[src/rtl/pd_seq_pkg.sv]
// Shared types and width helpers for the power-domain sequencer.
package pd_seq_pkg;

  localparam int unsigned MAX_PD   = 8;
  localparam int unsigned PD_IDX_W = $clog2(MAX_PD);

  // Domain index wide enough for the largest supported configuration.
  typedef logic [PD_IDX_W-1:0] pd_idx_t;

  typedef enum logic [2:0] {
    ST_IDLE,
    ST_LAUNCH,
    ST_BLANK,
    ST_WAIT,
    ST_SETTLE
  } seq_state_e;

  // Timeout counter only has to reach TIMEOUT_CYCLES-1.
  function automatic int unsigned tcnt_width(input int unsigned timeout_cycles);
    return $clog2(timeout_cycles);
  endfunction

  // Settle counter holds SETTLE_CYCLES-1 with one bit of headroom.
  function automatic int unsigned scnt_width(input int unsigned settle_cycles);
    return $clog2(settle_cycles) + 1;
  endfunction

endpackage

[src/rtl/pd_rr_arbiter.sv]
// Combinational round-robin pick; the priority class (power-downs) wins when non-empty.
module pd_rr_arbiter #(
  parameter int unsigned NUM_PD = 4,
  localparam int unsigned IDX_W = $clog2(NUM_PD)
) (
  input  logic [NUM_PD-1:0] req,
  input  logic [NUM_PD-1:0] cls,
  input  logic [IDX_W-1:0]  ptr,
  output logic [NUM_PD-1:0] gnt_c,
  output logic [IDX_W-1:0]  idx_c
);

  logic [NUM_PD-1:0] eff;
  logic              found;
  logic [IDX_W-1:0]  pos;

  // Search starts one past the last served index and wraps around.
  always_comb begin
    eff   = ((req & cls) != '0) ? (req & cls) : req;
    gnt_c = '0;
    idx_c = '0;
    found = 1'b0;
    pos   = '0;
    for (int unsigned k = 1; k <= NUM_PD; k++) begin
      pos = IDX_W'((32'(ptr) + k) % NUM_PD);
      if (!found && eff[pos]) begin
        found      = 1'b1;
        gnt_c[pos] = 1'b1;
        idx_c      = pos;
      end
    end
  end

endmodule

[src/rtl/pd_power_sequencer.sv]
// Serialises APC power transitions one domain at a time with settle gap and timeout.
module pd_power_sequencer
  import pd_seq_pkg::*;
#(
  parameter int unsigned       NUM_PD         = 4,
  parameter logic [NUM_PD-1:0] RESET_STATE    = NUM_PD'(4'b0001),
  parameter int unsigned       SETTLE_CYCLES  = 16,
  parameter int unsigned       TIMEOUT_CYCLES = 1024,
  localparam int unsigned      IDX_W          = $clog2(NUM_PD)
) (
  input  logic              clk,
  input  logic              rst,
  input  logic [NUM_PD-1:0] pd_target,
  output logic [NUM_PD-1:0] pd_power,
  input  logic [NUM_PD-1:0] apc_done,
  input  logic [NUM_PD-1:0] err_clr,
  output logic [NUM_PD-1:0] pd_status,
  output logic [NUM_PD-1:0] pd_err,
  output logic              busy,
  output logic [IDX_W-1:0]  cur_pd,
  output logic              xfer_done
);

  localparam int unsigned TCNT_W = tcnt_width(TIMEOUT_CYCLES);
  localparam int unsigned SCNT_W = scnt_width(SETTLE_CYCLES);

  seq_state_e        state_q, state_d;
  logic [IDX_W-1:0]  cur_q, cur_d, ptr_q, ptr_d;
  logic [NUM_PD-1:0] power_q, power_d, status_q, status_d, err_q, err_d;
  logic [TCNT_W-1:0] tcnt_q, tcnt_d;
  logic [SCNT_W-1:0] scnt_q, scnt_d;
  logic              xfer_q, xfer_d, busy_q;

  logic [NUM_PD-1:0] pend, down, gnt;
  logic [IDX_W-1:0]  gnt_idx;

  // Errored domains drop out of arbitration until software clears them.
  assign pend = (pd_target ^ status_q) & ~err_q;
  assign down = status_q & ~pd_target;

  pd_rr_arbiter #(.NUM_PD(NUM_PD)) u_arb (
    .req   (pend),
    .cls   (down),
    .ptr   (ptr_q),
    .gnt_c (gnt),
    .idx_c (gnt_idx)
  );

  // Next-state and datapath update for the sequencing FSM.
  always_comb begin
    state_d  = state_q;
    cur_d    = cur_q;
    ptr_d    = ptr_q;
    power_d  = power_q;
    status_d = status_q;
    err_d    = err_q & ~err_clr;
    tcnt_d   = tcnt_q;
    scnt_d   = scnt_q;
    xfer_d   = 1'b0;
    case (state_q)
      ST_IDLE: begin
        if (gnt != '0) begin
          cur_d   = gnt_idx;
          state_d = ST_LAUNCH;
        end
      end
      ST_LAUNCH: begin
        power_d[cur_q] = pd_target[cur_q];
        tcnt_d         = '0;
        state_d        = ST_BLANK;
      end
      // Covers the wrapper's input register; done is not looked at here.
      ST_BLANK: state_d = ST_WAIT;
      ST_WAIT: begin
        if (apc_done[cur_q]) begin
          status_d[cur_q] = power_q[cur_q];
          xfer_d          = 1'b1;
          scnt_d          = SCNT_W'(SETTLE_CYCLES - 1);
          state_d         = ST_SETTLE;
        end else if (tcnt_q == TCNT_W'(TIMEOUT_CYCLES - 1)) begin
          err_d[cur_q] = 1'b1;
          scnt_d       = SCNT_W'(SETTLE_CYCLES - 1);
          state_d      = ST_SETTLE;
        end else if (tcnt_q != '1) begin
          tcnt_d = tcnt_q + TCNT_W'(1);
        end
      end
      ST_SETTLE: begin
        if (scnt_q == '0) begin
          ptr_d   = cur_q;
          state_d = ST_IDLE;
        end else begin
          scnt_d = scnt_q - SCNT_W'(1);
        end
      end
      default: state_d = ST_IDLE;
    endcase
  end

  // State and output registers.
  always_ff @(posedge clk or negedge rst) begin
    if (!rst) begin
      state_q  <= ST_IDLE;
      cur_q    <= '0;
      ptr_q    <= '0;
      power_q  <= RESET_STATE;
      status_q <= RESET_STATE;
      err_q    <= '0;
      tcnt_q   <= '0;
      scnt_q   <= '0;
      xfer_q   <= 1'b0;
      busy_q   <= 1'b0;
    end else begin
      state_q  <= state_d;
      cur_q    <= cur_d;
      ptr_q    <= ptr_d;
      power_q  <= power_d;
      status_q <= status_d;
      err_q    <= err_d;
      tcnt_q   <= tcnt_d;
      scnt_q   <= scnt_d;
      xfer_q   <= xfer_d;
      busy_q   <= (state_d != ST_IDLE);
    end
  end

  assign pd_power  = power_q;
  assign pd_status = status_q;
  assign pd_err    = err_q;
  assign busy      = busy_q;
  assign cur_pd    = cur_q;
  assign xfer_done = xfer_q;

endmodule

[config.mk]
export PLATFORM = sky130hd
export DESIGN_NAME = pd_power_sequencer
export DESIGN_NICKNAME = d
export VERILOG_FILES = /design/src/rtl/pd_seq_pkg.sv /design/src/rtl/pd_rr_arbiter.sv /design/src/rtl/pd_power_sequencer.sv
export SDC_FILE = /design/constraint.sdc
export NUM_CORES = 1
export LEC_CHECK = 0
export ABC_AREA = 0
export BUFFER_PORTS_ARGS = -buffer_cell sky130_fd_sc_hd__buf_2
export CAP_MARGIN = 25
export CELL_PAD_IN_SITES_DETAIL_PLACEMENT = 1
export CELL_PAD_IN_SITES_GLOBAL_PLACEMENT = 1
export CORE_UTILIZATION = 28
export CTS_CLUSTER_DIAMETER = 80
export DETAILED_ROUTE_END_ITERATION = 7
export PLACE_DENSITY = 0.56
export SETUP_SLACK_MARGIN = 0.15
export SLEW_MARGIN = 15
export SYNTH_ARGS = -nofsm -noshare
export SYNTH_HDL_FRONTEND = slang
export SYNTH_SLANG_ARGS = --single-unit
[constraint.sdc]
create_clock -name clk -period 3.8 [get_ports clk]
set_input_delay 0.76 -clock clk [delete_from_list [all_inputs] [get_ports clk]]
set_output_delay 0.76 -clock clk [all_outputs]
set_load 0.02 [all_outputs]
# [Yosys cells after proc, flatten, opt, wreduce, memory -nomap -nowiden]
# Cells that the tools add are included.
[op_classes] reduce_logical=23 n_bitwise=12 n_mux=56 n_addsub=6 n_lt_le_gt_ge=10 n_eq_ne=11
[op_table] operator="$mux 4" n=8
[op_table] operator="$mux 10" n=3
[op_table] operator="$pmux 10 s2" n=1
[op_table] operator="$mux 1" n=17
[op_table] operator="$and 4x4->4" n=4
[op_table] operator="$or 4x4->4" n=4
[op_table] operator="$lt 2x3->1 const B" n=5
[op_table] operator="$mux 5" n=3
[op_table] operator="$pmux 3 s5" n=1
[op_table] operator="$bmux 1 s2" n=7
[op_table] operator="$mux 3" n=4
[op_table] operator="$not 4->4" n=3
[op_table] operator="$add 10x1->10 const B" n=1
[op_table] operator="$demux 1 s2" n=5
[op_table] operator="$eq 10x10->1 const B" n=1
[op_table] operator="$ge 2x1->1 const B" n=5
[op_table] operator="$ne 10x10->1 const B" n=1
[op_table] operator="$pmux 5 s2" n=1
[op_table] operator="$bwmux 4" n=2
[op_table] operator="$logic_and 1x1->1" n=8
[op_table] operator="$mux 2" n=4
[op_table] operator="$ne 2x2->1 const B" n=4
[op_table] operator="$reduce_bool 4->1" n=2
[op_table] operator="$eq 3x2->1 const B" n=2
[op_table] operator="other kinds (15)" n=22
[word_totals] word_cells=128 output_inout_bits=16 reg_bits=36 input_bits=14

# [Logic depth before layout (Yosys ltp)]
[logic_depth] depth_word=21 ltp_mapped=12 depth_no_buf=10

# [Modules after synthesis]
# A second synthesis with hierarchy kept.
[hier_totals] hier_cells=270 area_unflattened_um2=2560.0
[modules_own_cells] mod="pd_power_sequencer" area_per_inst_um2=1901.8 cells_each=189 seq_area_each_um2=903.4 instances=1
[modules_own_cells] mod="pd_rr_arbiter" area_per_inst_um2=658.1 cells_each=81 seq_area_each_um2=0.0 instances=1

# [Worst setup path after synthesis]
# OpenSTA, ideal clock, no wires.
[synth_path] kind="register to register" startpoint="register ptr_q[1]" endpoint="register busy_q (netlist: busy)" stages_incl_launch_ff=11 t_arrival_ps=2890 n_path_buf=2 slack_ps=778 path_cell_list="dfrtp_1 > buf_1 > inv_1 > ha_1 > clkbuf_1 > mux4_2 > a31oi_1 > o31a_2 > o211ai_2 > and3b_4 > or3_1"
[synth_between] elab_chain_cells=17
[synth_rtl] item="from (decl)" line_no="pd_power_sequencer.sv:28" rtl="logic [IDX_W-1:0] cur_q, cur_d, ptr_q, ptr_d;"
[synth_rtl] item="from (signal assigned)" line_no="pd_power_sequencer.sv:116" rtl="ptr_q <= ptr_d;"
[synth_rtl] item="branches (longest 12 deep; another with $lt 2x3->1)"
[synth_rtl] item="$mux 4 (*)" line_no="pd_rr_arbiter.sv:26" rtl="if (!found && eff[pos]) begin"
[synth_rtl] item="$reduce_bool 4->1 (*)" line_no="pd_power_sequencer.sv:62" rtl="if (gnt != '0) begin"
[synth_rtl] item="$mux 3 (*)" line_no="pd_power_sequencer.sv:62"
[synth_rtl] item="$pmux 3 s5 (*)" line_no="pd_power_sequencer.sv:60" rtl="case (state_q)"
[synth_rtl] item="$reduce_bool 3->1 (*)" line_no="pd_power_sequencer.sv:123" rtl="busy_q <= (state_d != ST_IDLE);"
[synth_rtl] item="to (signal assigned)" line_no="pd_power_sequencer.sv:123"
[synth_rtl] item="to (decl)" line_no="pd_power_sequencer.sv:32" rtl="logic xfer_q, xfer_d, busy_q;"
# Mark *: on every way between the ends. The select of a mux whose other input is x is not followed.
# A chain may end at the register's enable or synchronous reset.

# [Final worst setup path]
[layout_path] startpoint="input pd_target[3]" endpoint="register busy_q (netlist: busy)"
[layout_between] elab_chain_cells=21
[layout_rtl] item="from (decl)" line_no="pd_power_sequencer.sv:13" rtl="input logic [NUM_PD-1:0] pd_target,"
[layout_rtl] item="$xor 4x4->4 or $not 4->4 (tied branches)" line_no="pd_power_sequencer.sv:38, pd_power_sequencer.sv:39"
[layout_rtl] item="$and 4x4->4 (on tied branches)" line_no="pd_power_sequencer.sv:38, pd_power_sequencer.sv:39"
[layout_rtl] item="$and 4x4->4" line_no="pd_rr_arbiter.sv:19" rtl="eff = ((req & cls) != '0) ? (req & cls) : req;"
[layout_rtl] item="$reduce_bool 4->1" line_no="pd_rr_arbiter.sv:19"
[layout_rtl] item="$mux 4 (*)" line_no="pd_rr_arbiter.sv:19"
[layout_rtl] item="$bmux 1 s2" line_no="pd_rr_arbiter.sv:26"
[layout_rtl] item="$mux 1 (implied by the code)" line_no="pd_rr_arbiter.sv:26"
[layout_rtl] item="$mux 1" line_no="pd_rr_arbiter.sv:26"
[layout_rtl] item="(+5 left out)"
[layout_rtl] item="$mux 1" line_no="pd_rr_arbiter.sv:26"
[layout_rtl] item="$logic_not 1->1" line_no="pd_rr_arbiter.sv:26"
[layout_rtl] item="$logic_and 1x1->1" line_no="pd_rr_arbiter.sv:26"
[layout_rtl] item="$mux 4 (*)" line_no="pd_rr_arbiter.sv:26"
[layout_rtl] item="$reduce_bool 4->1 (*)" line_no="pd_power_sequencer.sv:62"
[layout_rtl] item="$mux 3 (*)" line_no="pd_power_sequencer.sv:62"
[layout_rtl] item="$pmux 3 s5 (*)" line_no="pd_power_sequencer.sv:60"
[layout_rtl] item="$reduce_bool 3->1 (*)" line_no="pd_power_sequencer.sv:123"
# Every way passes the cells marked *; elsewhere a longest branch is shown, timed or not. The select of a mux whose other input is x is not followed.

==> impl_metrics.env <==
export IMPL_maxCapViolCount=0
export IMPL_fin_area_um2=2760
export IMPL_tightest_slew_ns=0.841
export IMPL_synth_fp_nets=278
export IMPL_rsz0062_at_grt="no"
export IMPL_ir_worst_vdd_uv=181
export IMPL_synthArstFlopShare_pct=100
export IMPL_die_w_um=94.6
export IMPL_synth_edf_count=0
export IMPL_hold_viol_final=0
export IMPL_clk_pin_slew_ns=0.07
export IMPL_slew_viol_final=0
export IMPL_syn_to_final_growth_pct=15.0
export IMPL_clock_latency_ns=0.29
export IMPL_cts_tree="done"
export IMPL_num_rows=33
export IMPL_holdBufCountCts=0
export IMPL_setup_viol=0
export IMPL_dp_worst_setup_slack_ns=0.495
export IMPL_fmax_mhz=335
export IMPL_cp_end_kind="flip-flop"
export IMPL_whs_ns=0.499
export IMPL_synth_cell_types=57
export IMPL_start_kind="primary input"
export IMPL_min_period_ns=2.99
export IMPL_reg2reg_setup_slack_ns=0.95
export IMPL_die_area_um2=8950
export IMPL_root_buffer="clkbuf_8"
export IMPL_syn_instance_count=249
export IMPL_wl_per_cell_um=15.4
export IMPL_dr_pass1_iters=4
export IMPL_setup_tns_ns=0
export IMPL_yosysTopAreaCell="dfrtp_1"
export IMPL_cp_required_ns=3.97
export IMPL_yosysWarnings=0
export IMPL_synth_top_cell_area_share_pct=35.4
export IMPL_placed_area_um2=2670
export IMPL_die_h_um=94.6
export IMPL_wirelength_um=5990
export IMPL_cp_max_fo=7
export IMPL_drt_iter0_markers=47
export IMPL_drive_gt1_share_pct=23.0
export IMPL_numCtsBuffers=5
export IMPL_setup_ws_ns=0.811
export IMPL_grt_pass1_vias=1995
export IMPL_antenna_cells=0
export IMPL_portBuffers=29
export IMPL_vias=1938
export IMPL_ctsHtreeMaxLevel=2
export IMPL_fin_nets=311
export IMPL_cts_sinks=36
export IMPL_gp_congestion=0.866
export IMPL_core_um2=8260
export IMPL_post_cts_setup_buffers=0
export IMPL_p_leak_nw=1.24
export IMPL_antenna_found_initial=0
export IMPL_drc=0
export IMPL_grtUsageTotal_pct=14.7
export IMPL_hp_class="flip-flop to flip-flop"
export IMPL_synth_area_um2=2400
export IMPL_seq_area_frac_synth_pct=37.6
export IMPL_yosys_register_bits=36
export IMPL_vias_per_cell=4.99
export IMPL_crit_type="primary input to flip-flop"
export IMPL_start_util_pct=29.1
export IMPL_arrival_ns=3.15
export IMPL_clockBufferDepth=2
export IMPL_pin_count=30
export IMPL_hpwl_um=4610
export IMPL_period_share_pct=78.7
export IMPL_grt_max_degree=37
export IMPL_syn_area_per_cell_um2=9.64
export IMPL_fin_skew_ns=0.00793
export IMPL_synthFlopType="dfrtp_1"
export IMPL_post_cts_resized=0
export IMPL_powerDensity_nw_per_um2=675
export IMPL_ant_nets=0
export IMPL_status="completed"
export IMPL_grt_pass1_wl_um=10100
export IMPL_synth_area_leaders="dfrtp_1 35%, ha_1 7.8%, nand2_1 4.1%, nor2_1 3.6%, mux2_2 2.8%"
export IMPL_max_slew_margin_pct=43.9
export IMPL_grt_overflow_total=0
==> placed cells by master (no fill, tap or decap), types with 7 or more instances in the layout <==
cell type  synthesis  final
nand2_1           26     26
ha_1              15     15
nor2b_1            7      7
a21oi_1            8      8
buf_2              0     29
nor2_1            23     23
xor2_1             7      7
inv_1             11     11
o21ai_0           10     10
dfrtp_1           34     34
==> routing by layer <==
layer  GRT usage (%)  vias to the layer above  wire length [µm]
li1                -                      961                 -
met1            19.9                      950              2930
met2            23.6                       20              2860
met3            2.74                        7               113
met4            4.92                        0                82
met5               0                        -                 0
==> Yosys cell counts, types with 4 or more instances <==
master / count
o21ai_0: 10
dfrtp_1: 34
inv_1: 11
a41o_1: 4
nand2b_1: 4
or3_1: 5
nand3_1: 6
nor3_1: 5
clkbuf_1: 5
and2_1: 4
a21oi_1: 8
and3_1: 4
nor2b_1: 7
nor2_1: 23
mux2_2: 6
nand2_1: 26
ha_1: 15
nand4_1: 4
xor2_1: 7
==> cells by family (layout without fill, tap and decap cells) <==
| logic type | count (synthesis) | in the layout | share of synthesized area, % |
|---|---|---|---|
| xor+xnor | 10 | 10 | 3.65 |
| flops | 36 | 36 | 37.6 |
| compound gates | 51 | 51 | 15.6 |
| fa+ha+maj | 15 | 15 | 7.82 |
| mux | 14 | 14 | 8.13 |
| simple gates | 102 | 102 | 23.0 |
| buf+inv | 21 | 55 | 4.22 |
==> critical path, stage by stage <==
cell and delay, ns:
buf_2 0.07, inv_1 0.06, ha_1 0.24, nor2b_1 0.17, a41o_1 0.27, mux4_2 0.57, a31oi_1 0.19, o31a_2 0.17
o211ai_2 0.11, and3b_4 0.23, or3_1 0.32
==> registers in the layout (all words and copies together), names as in the netlist <==
name / cells
ptr_q: 2
scnt_q: 5
cur_pd: 2
state_q: 3
busy: 1
pd_status: 4
pd_power: 4
pd_err: 4
xfer_done: 1
tcnt_q: 10
==> power breakdown <==
group,internal (W),switching (W)
combinational,0.000420,0.000567
sequential,0.000491,0.000100
clock,0.000147,0.000139
==> area by class of cell <==
class,count,area (µm²)
clock inverter,1,7.51
multi-input combinational,192,1400
sequential,36,903
tap,105,131
timing repair buffer,35,190
inverter,12,45.0
clock buffer,7,86.3
fill,976,5500
==> worst paths after layout <==
kind                                           from                      end  cells after the start
setup reg to reg           pd_status[0]$_DFFE_PN1P_           busy$_DFF_PN0_                      9
min in group asynchronous                       rst    tcnt_q[5]$_DFFE_PN0P_                      1
hold / removal              pd_power[0]$_DFFE_PN1P_  pd_power[0]$_DFFE_PN1P_                      2
setup / recovery                       pd_target[3]           busy$_DFF_PN0_                     11
hold reg to reg             pd_power[0]$_DFFE_PN1P_  pd_power[0]$_DFFE_PN1P_                      2
max in group asynchronous                       rst     state_q[1]$_DFF_PN0_                      1
==> metrics by stage <==
step / util (%) / instances / power (W)
after detailed placement: 32.3 / 380 / 0.00159
final: 33.4 / 388 / 0.00186
after global placement: 32.3 / 380 / 0.00159
after global routing: 33.4 / 388 / 0.00202
after CTS: 33.4 / 388 / 0.00190
after floorplan: - / 249 / 0.00134
Note: power is estimated with default switching activity, not from simulation.
